--- src/rtl/game_state_ctrl.sv ---
// rtl/game_state_ctrl.sv - screen sequencing for a two-player game: start menu, play, result hold and rematch
module game_state_ctrl #(
  parameter int         WIN_POINTS  = 10,
  parameter logic [7:0] START_KEY   = 8'h5A,
  parameter logic [7:0] ABORT_KEY   = 8'h76,
  parameter int         RESULT_HOLD = 130_000_000
) (
  input  logic        clk,
  input  logic        rst,
  input  logic [15:0] keycode,
  input  logic [4:0]  points_1,
  input  logic [4:0]  points_2,
  output logic [1:0]  screen,
  output logic        game_rst,
  output logic        hold_done
);

  localparam int            CW       = $clog2(RESULT_HOLD + 1);
  localparam logic [CW-1:0] HOLD_MAX = CW'(RESULT_HOLD - 1);
  localparam logic [31:0]   WIN_U    = 32'(WIN_POINTS);

  typedef enum logic [1:0] {
    S_START = 2'd0,
    S_GAME  = 2'd1,
    S_P1    = 2'd2,
    S_P2    = 2'd3
  } state_t;

  state_t        state_q, state_next;
  logic [CW-1:0] hold_cnt;

  logic start_raw, abort_raw;
  logic start_held, start_prev, start_block;
  logic abort_held, abort_prev, abort_block;
  logic start_ev, abort_ev;
  logic win_1, win_2, in_result;

  assign start_raw = (keycode[7:0] == START_KEY) && (keycode[15:8] != 8'hF0);
  assign abort_raw = (keycode[7:0] == ABORT_KEY) && (keycode[15:8] != 8'hF0);

  // The block flags suppress a key that was already down when reset released;
  // they clear only once that key has been seen released.
  always_ff @(posedge clk) begin
    if (rst) begin
      start_held  <= 1'b0;
      start_prev  <= 1'b0;
      start_block <= 1'b1;
      abort_held  <= 1'b0;
      abort_prev  <= 1'b0;
      abort_block <= 1'b1;
    end else begin
      start_held  <= start_raw;
      start_prev  <= start_held;
      start_block <= start_block & start_raw;
      abort_held  <= abort_raw;
      abort_prev  <= abort_held;
      abort_block <= abort_block & abort_raw;
    end
  end

  assign start_ev = start_held & ~start_prev & ~start_block;
  assign abort_ev = abort_held & ~abort_prev & ~abort_block;

  assign win_1     = {27'd0, points_1} >= WIN_U;
  assign win_2     = {27'd0, points_2} >= WIN_U;
  assign in_result = (state_q == S_P1) || (state_q == S_P2);
  assign hold_done = in_result && (hold_cnt == HOLD_MAX);
  assign screen    = state_q;

  always_comb begin
    state_next = state_q;
    case (state_q)
      S_START: if (start_ev) state_next = S_GAME;
      S_GAME: begin
        if (win_1)         state_next = S_P1;
        else if (win_2)    state_next = S_P2;
        else if (abort_ev) state_next = S_START;
      end
      default: begin
        if (hold_done) begin
          if (start_ev)      state_next = S_GAME;
          else if (abort_ev) state_next = S_START;
        end
      end
    endcase
  end

  always_ff @(posedge clk) begin
    if (rst) begin
      state_q  <= S_START;
      game_rst <= 1'b1;
      hold_cnt <= '0;
    end else begin
      state_q  <= state_next;
      game_rst <= (state_next != S_GAME);
      // Count only while staying in the same result state; entry and exit zero it.
      if ((state_next == S_P1 || state_next == S_P2) && state_next == state_q) begin
        if (hold_cnt != HOLD_MAX) hold_cnt <= hold_cnt + CW'(1);
      end else begin
        hold_cnt <= '0;
      end
    end
  end

endmodule
--- config.mk ---
export PLATFORM = sky130hd
export DESIGN_NAME = game_state_ctrl
export DESIGN_NICKNAME = d
export VERILOG_FILES = /design/src/rtl/game_state_ctrl.sv
export SDC_FILE = /design/constraint.sdc
export NUM_CORES = 1
export LEC_CHECK = 0
export ABC_CLOCK_PERIOD_IN_PS = 2200
export CORE_ASPECT_RATIO = 0.5
export CORE_MARGIN = 2
export CORE_UTILIZATION = 51
export CTS_CLUSTER_SIZE = 8
export DETAILED_ROUTE_END_ITERATION = 7
export GPL_TIMING_DRIVEN = 0
export PLACE_DENSITY = 0.83
export SYNTH_ARGS = -nofsm -noshare
export SYNTH_HDL_FRONTEND = slang
export SYNTH_SLANG_ARGS = --single-unit
--- constraint.sdc ---
create_clock -name clk -period 2.2 [get_ports clk]
set_clock_uncertainty 0.05 [all_clocks]
set_input_delay 0.66 -clock clk [delete_from_list [all_inputs] [get_ports clk]]
set_output_delay 0.66 -clock clk [all_outputs]
set_load 0.05 [all_outputs]
==> results.md, run 1 <==
- CP max-delay cell: dfxtp_1
- Pin count of the biggest net entering global routing: 12
- H-tree depth: 2
- Final Slew Violations: 0
- Max-cap violations: 0
- Post-Synth Adder-Cell Area: 0.007380
- Status: complete, but fails checks
- NumNets Final: 259
- Mapped Nets: 218
- Post-synthesis compound-gate area fraction: 0.08044
- Initial Util: 0.5499
- Num ports: 32
- Critical path type: reg2out
- DRC: 0
- CTS sink count: 36
- RR Endpoint: hold_cnt[5]
- TritonCTS Buffers: 5
- Fin. Hold Viols: 0
- Post-synth EDFFs: 0
- Post-Synth Simple-Gate Area: 0.3417
- Post-Syn Area: 0.001695 mm²
- Yosys reg bits: 36
- Antenna cells: 0
- Layout cells sized above 1: 0.2294
- Critical path peak fanout: 2
- R2r setup slk: 0.31 ns
- Crit path from: hold_cnt[26]
- Clock Pin Slew Worst Setup and Hold Paths: roughly 0.070 ns
- RR Startpoint: hold_cnt[0]
- Mux cell area share after synthesis: 0
- Critical Path End Type: output pin
- Core footprint: 0.003083 mm²
- Rows: 14
- Initial antenna violation count: 0
- CTS Root Cell: clkbuf_8
- DRT Pass-1 Iters: 4
- CTS tree: built
- Wire per inst: 14.80 µm
- Vias: 1559
- Hold Buf Count CTS: 0
- Crit path arrival time: 1.55 ns
- Critical path required time: 1.49 ns
- Achievable frequency: 441.5 MHz
- Syn Area/Cell: 8.970 µm²
- Asr flop ratio synth: 0
- Pwr Density: roughly 580 mW/mm²
- CP peak stage delay: 0.35 ns
- Total gr overflow: 0
- Hold slack: approximately 0.4 ns
- Die Ht: between 40 and 50 µm
- Yosys cell types: 43
- RSZ-0062 raised after global routing: true
- Worst-Margin Slew: 0.5011 ns
- Final worst path period need: 2.265 ns
- Failing checks: negative setup slack
- CP startpoint kind: register
- Post-synthesis cell count: roughly 190
- Total chip power: roughly 1.3 mW
- Reg2Reg Depth: 8
- Port Buf Inserts: 29
- First DRT Iteration DRCs: 87
- GRT Util Overall: 0.2245
- Worst slew margin: 0.6649
- Synth warn: 0
- IR drop worst, VDD: 0.0004718 V
- Die Span X: 85.54 µm
- # fillers: around 200
- Vias in the first global route: ~1500
- Setup ws final: -0.06493 ns
- Final WL: 4.012 mm
- Sequential area share after synthesis: 0.4251
- Leak pwr: 0.8344 nW
- Bufs on Longest Clock Path: 2
- Die area: 0.003830 mm²
- Hold crit path type: reg2reg
- Drt via density: 5.753
- Clk Latency, worst-skew pair: 0.29 ns
- Post-DRT Antenna Nets: 0
- Period utilization: 1.030
- P&R area growth vs syn: 36.24%
- XOR/XNOR Fraction of Synth Area: 0.1137
- Largest family of logic cells by synthesized area: simple AND/OR/NAND/NOR gates
- Critical-path cell list: nor4bb_4, and4_4, and3_4, buf_8
- Detail Placement HPWL: 2.500 mm
- Synth Flop Type: dfxtp_1
- Routability cong.: 0.8319
- Setup crit end: hold_done
- Global-route wire length before repair: 6.513 mm
- Setup violations, final: 1
==> cells in the final DEF (no fill, tap or decap), drive strengths merged, types with 3 or more instances in the layout <==
cell	n
nor2	33
and2	3
xor2	16
a21oi	5
nand4	15
nor3	4
nand3	10
inv	3
and3	9
clkdlybuf4s50	26
nor2b	3
xnor2	6
nand2	13
buf	11
dfxtp	36
clkbuf	7
o21ai	3
nor3b	3
==> Yosys cell counts, types with 3 or more instances <==
| cell | instances | area, µm² |
|---|---|---|
| and3_1 | 6 | 37.54 |
| a21oi_1 | 4 | 20.02 |
| o21ai_0 | 3 | 15.01 |
| nand4_1 | 13 | 81.33 |
| nor3b_1 | 3 | 22.52 |
| dfxtp_1 | 36 | 720.7 |
| nand2_1 | 12 | 45.04 |
| nor2_1 | 32 | 120.1 |
| nand3_1 | 10 | 50.05 |
| inv_1 | 3 | 11.26 |
| and3_2 | 3 | 22.52 |
| xnor2_1 | 6 | 52.55 |
| buf_6 | 3 | 33.78 |
| xor2_1 | 16 | 140.1 |
| nor2b_1 | 3 | 18.77 |
| nor3_1 | 4 | 20.02 |
==> logic make-up (layout without fill, tap and decap cells) <==
kind of cell	count (synthesis)	after routing
xor+xnor	22	22
simple gates	103	103
compound gates	19	19
buf+inv	8	50
fa+ha+maj	1	1
flops	36	36
==> flip-flops by register name (all words and copies together) (netlist names) <==
name	cells
abort_prev	1
hold_cnt	27
screen	2
game_rst	1
abort_block	1
start_prev	1
abort_held	1
start_held	1
start_block	1
==> power by group <==
part	leakage [nW]	internal, mW	switching (mW)	total [mW]
combinational	0.469	0.0426	0.0124	0.0550
clock	0.0645	0.400	0.234	0.633
sequential	0.300	0.645	0.00102	0.646
total	0.834	1.09	0.247	1.33
==> final cells by class <==
type	instances	area [µm²]	area share
Inverter	3	11.26	0.004875
Tap cell	40	50.05	0.02167
Clock inverter	1	30.03	0.01300
Buffer	3	27.53	0.01192
Multi-Input combinational cell	145	992.2	0.4296
Clock buffer	7	96.34	0.04171
Sequential cell	36	757.0	0.3277
Timing Repair Buffer	36	345.3	0.1495
==> through the flow <==
| stage | TNS (ns) | instances | setup WS, ns | utilization | area (µm²) |
|---|---|---|---|---|---|
| after global routing | -0.1146 | 271 | -0.1146 | 0.7492 | 2310 |
| after floorplan | 0 | 189 | 0.1112 | - | 1695 |
| after CTS | -0.06013 | 269 | -0.06013 | 0.7325 | 2258 |
| after detailed placement | -0.9522 | 258 | -0.7058 | 0.6603 | 2036 |
| final | -0.06493 | 271 | -0.06493 | 0.7492 | 2310 |
| after global placement | -0.7365 | 258 | -0.6955 | 0.6603 | 2036 |
==> routing by layer <==
layer	GRT usage	wire [µm]	vias to the layer above	part of all wire
li1	-	-	753	-
met3	0.07495	273	11	0.068
met4	0.08889	78	0	0.019
met1	0.2714	1810	729	0.45
met5	0	0	-	0
met2	0.3828	1849	66	0.46
==> worst min path at each step <==
stage	slack (ns)	cells past startpoint	endpoint	from
global route	0.44	1	abort_prev	abort_held
floorplan	0.38	1	abort_block	abort_block
CTS	0.41	1	start_block	start_block
detailed placement	0.39	1	start_block	start_block
global placement	0.39	1	abort_block	abort_block
finish	0.41	1	start_block	start_block
==> timing repair <==
| action | 4_1_cts | 5_1_grt |
|---|---|---|
| pin swaps | 4 | 3 |
| setup buffers | 5 | 2 |
| gates resized for setup | 31 | 12 |
| endpoints found under the setup margin | 3 | 1 |
==> worst max-delay path: cells and delay by family, from the launching register on <==
family	cells	cell delay (ns)
simple gates	3	0.78
buf+inv	1	0.14
flops	1	0.35
(Power assumes the default switching activity.)
==> run 2, diff against run 1 <==
--- a/config.mk
+++ b/config.mk
@@ -11,7 +11,6 @@
 export CORE_UTILIZATION = 51
 export CTS_CLUSTER_SIZE = 8
 export DETAILED_ROUTE_END_ITERATION = 7
-export GPL_TIMING_DRIVEN = 0
 export PLACE_DENSITY = 0.83
 export SYNTH_ARGS = -nofsm -noshare
 export SYNTH_HDL_FRONTEND = slang
==> run 2 against run 1 <==
Compared with the run above:
- the run still ends with negative setup slack left
- final cell count is 0.74% higher
- via count is 0.64% lower
- flip-flop and latch count unchanged
- sequential share of layout area rose by 0.10 points
- clock power is 25% lower
- design area fell by 1.6%
- die area unchanged
==> results.md, run 2 (same netlist as run 1, synthesis figures left out) <==
- Hold Buf Count CTS: 0 (unchanged)
- Vias: 1549 (-0.64%)
- Leak pwr: 0.8105 nW (-2.9%)
- Clk Latency, worst-skew pair: 0.30 ns (about the same)
- Worst slew margin: 0.6716 (+0.006781)
- Pin count of the biggest net entering global routing: 21 (+9)
- Global-route wire length before repair: 6.582 mm (+1.1%)
- Core footprint: 0.003083 mm² (unchanged)
- DRC: 0 (unchanged)
- Layout cells sized above 1: 0.2446 (+0.01520)
- Commonest non-fill, non-tap cell in the layout: nor2_1
- Failing checks: negative setup slack
- NumNets Final: 261 (+0.77%)
- CTS sink count: 36 (unchanged)
- Period utilization: 1.029 (about the same)
- Status: complete, but fails checks
- Final worst path period need: 2.263 ns (-0.002198 ns)
- Die Span X: 85.54 µm (unchanged)
- Crit path arrival time: 1.55 ns (about the same)
- Largest Register: hold_cnt
- Die Ht: 44.77 µm (unchanged)
- Max-cap violations: 0 (unchanged)
- Critical path required time: 1.49 ns (about the same)
- Setup ws final: -0.06273 ns (+0.002198 ns)
- Worst-Margin Slew: 0.4915 ns (-0.009664 ns)
- Critical path peak fanout: 2 (unchanged)
- Post-DRT Antenna Nets: 0 (unchanged)
- Final Util: 0.7370 (-0.01217)
- Initial Util: 0.5499 (unchanged)
- GRT Util Overall: 0.2320 (+0.007486)
- Wire per inst: 14.74 µm (-0.44%)
- Total gr overflow: 0 (unchanged)
- Vias in the first global route: 1490 (-1.4%)
- Cells after DPL: 260 (+0.78%)
- Critical path type: reg2out
- Placed Instance Area: 0.002051 mm² (+0.74%)
- Pwr Density: 520.7 mW/mm² (-9.8%)
- CTS Root Cell: clkbuf_8
- Critical Path End Type: output pin
- Die area: 0.003830 mm² (unchanged)
- Bufs on Longest Clock Path: 2 (unchanged)
- Setup violations, final: 1 (unchanged)
- IR drop worst, VDD: 0.0002697 V (-43%)
- Post-route cell area: 0.002272 mm² (-1.6%)
- Drt via density: 5.674 (-1.4%)
- DRT Pass-1 Iters: 4 (unchanged)
- Hold crit path type: reg2reg
- Final Slew Violations: 0 (unchanged)
- Detail Placement HPWL: 2.526 mm (+1.0%)
- Rows: 14 (unchanged)
- Num ports: 32 (unchanged)
- P&R area growth vs syn: 34.02%
- CTS tree: built
- Fin. Hold Viols: 0 (unchanged)
- Achievable frequency: 441.9 MHz (about the same)
- Max reg flops: 27 (unchanged)
- Antenna cells: 0 (unchanged)
- RSZ-0062 raised after global routing: true
- First DRT Iteration DRCs: 86 (-1.1%)
- Final WL: 4.024 mm (+0.30%)
- Port Buf Inserts: 29 (unchanged)
- TritonCTS Buffers: 5 (unchanged)
- H-tree depth: 2 (unchanged)
- Initial antenna violation count: 0 (unchanged)
- # fillers: 210 (+3.4%)
- CP startpoint kind: register
- Routability cong.: 0.8207 (-1.3%)
- Final std cells w/o fill: 273 (+0.74%)
- Clock Pin Slew Worst Setup and Hold Paths: 0.07 ns (about the same)
- Commonest non-fill, non-tap cells in the layout: 32 x nor2_1, 26 x clkdlybuf4s50_1, 21 x dfxtp_1
[run 2: final timing paths]
| kind | start | to | slack (ns) | cells after the start |
|---|---|---|---|---|
| hold / removal | start_block | start_block | 0.41 | 1 |
| setup reg to reg | hold_cnt[16] | hold_cnt[16] | 0.22 | 8 |
| setup / recovery | hold_cnt[7] | hold_done | -0.06 | 4 |
| hold reg to reg | start_block | start_block | 0.41 | 1 |
[run 2: repair_timing]
action / 4_1_cts / 5_1_grt
setup buffers: 4 / 1
pin swaps: 5 / 5
endpoints found under the setup margin: 1 / 1
gates resized for setup: 19 / 10
[run 2: area by class of cell]
type	instances	area (µm²)	share of cell area
Multi-Input combinational cell	145	991.0	0.4361
Sequential cell	36	747.0	0.3287
Timing Repair Buffer	41	385.4	0.1696
Clock buffer	5	68.82	0.03029
Tap cell	40	50.05	0.02203
Clock inverter	3	18.77	0.008260
Inverter	3	11.26	0.004956
[run 2: critical path: stages (launching register included)]
cell      delay [ns]
dfxtp_1         0.36
nor4bb_4        0.30
and4_4          0.27
and3_4          0.20
buf_12          0.13
[run 2: per-layer routing]
metal	track usage	wire length (µm)	part of all wire
met2	0.4031	1893	0.47
met1	0.2693	1758	0.44
met4	0.1302	111	0.028
met3	0.06399	261	0.065
met5	0	0	0
[run 2: stage by stage]
step | setup slack (ns) | total power, mW | hold slack (ns) | setup TNS, ns
after floorplan | 0.1112 | 0.6765 | 0.3771 | 0
after global placement | -0.01590 | 0.7240 | 0.3849 | -0.02876
after detailed placement | -0.05197 | 0.7256 | 0.3911 | -0.1015
after CTS | -0.05782 | 1.188 | 0.4086 | -0.05782
after global routing | -0.1193 | 1.217 | 0.4226 | -0.1193
final | -0.06273 | 1.183 | 0.4104 | -0.06273
[run 2: power by group]
part | switching [mW] | total (mW) | internal [mW]
sequential | 0.00107 | 0.650 | 0.649
combinational | 0.0120 | 0.0557 | 0.0437
clock | 0.257 | 0.477 | 0.221
total | 0.270 | 1.18 | 0.913
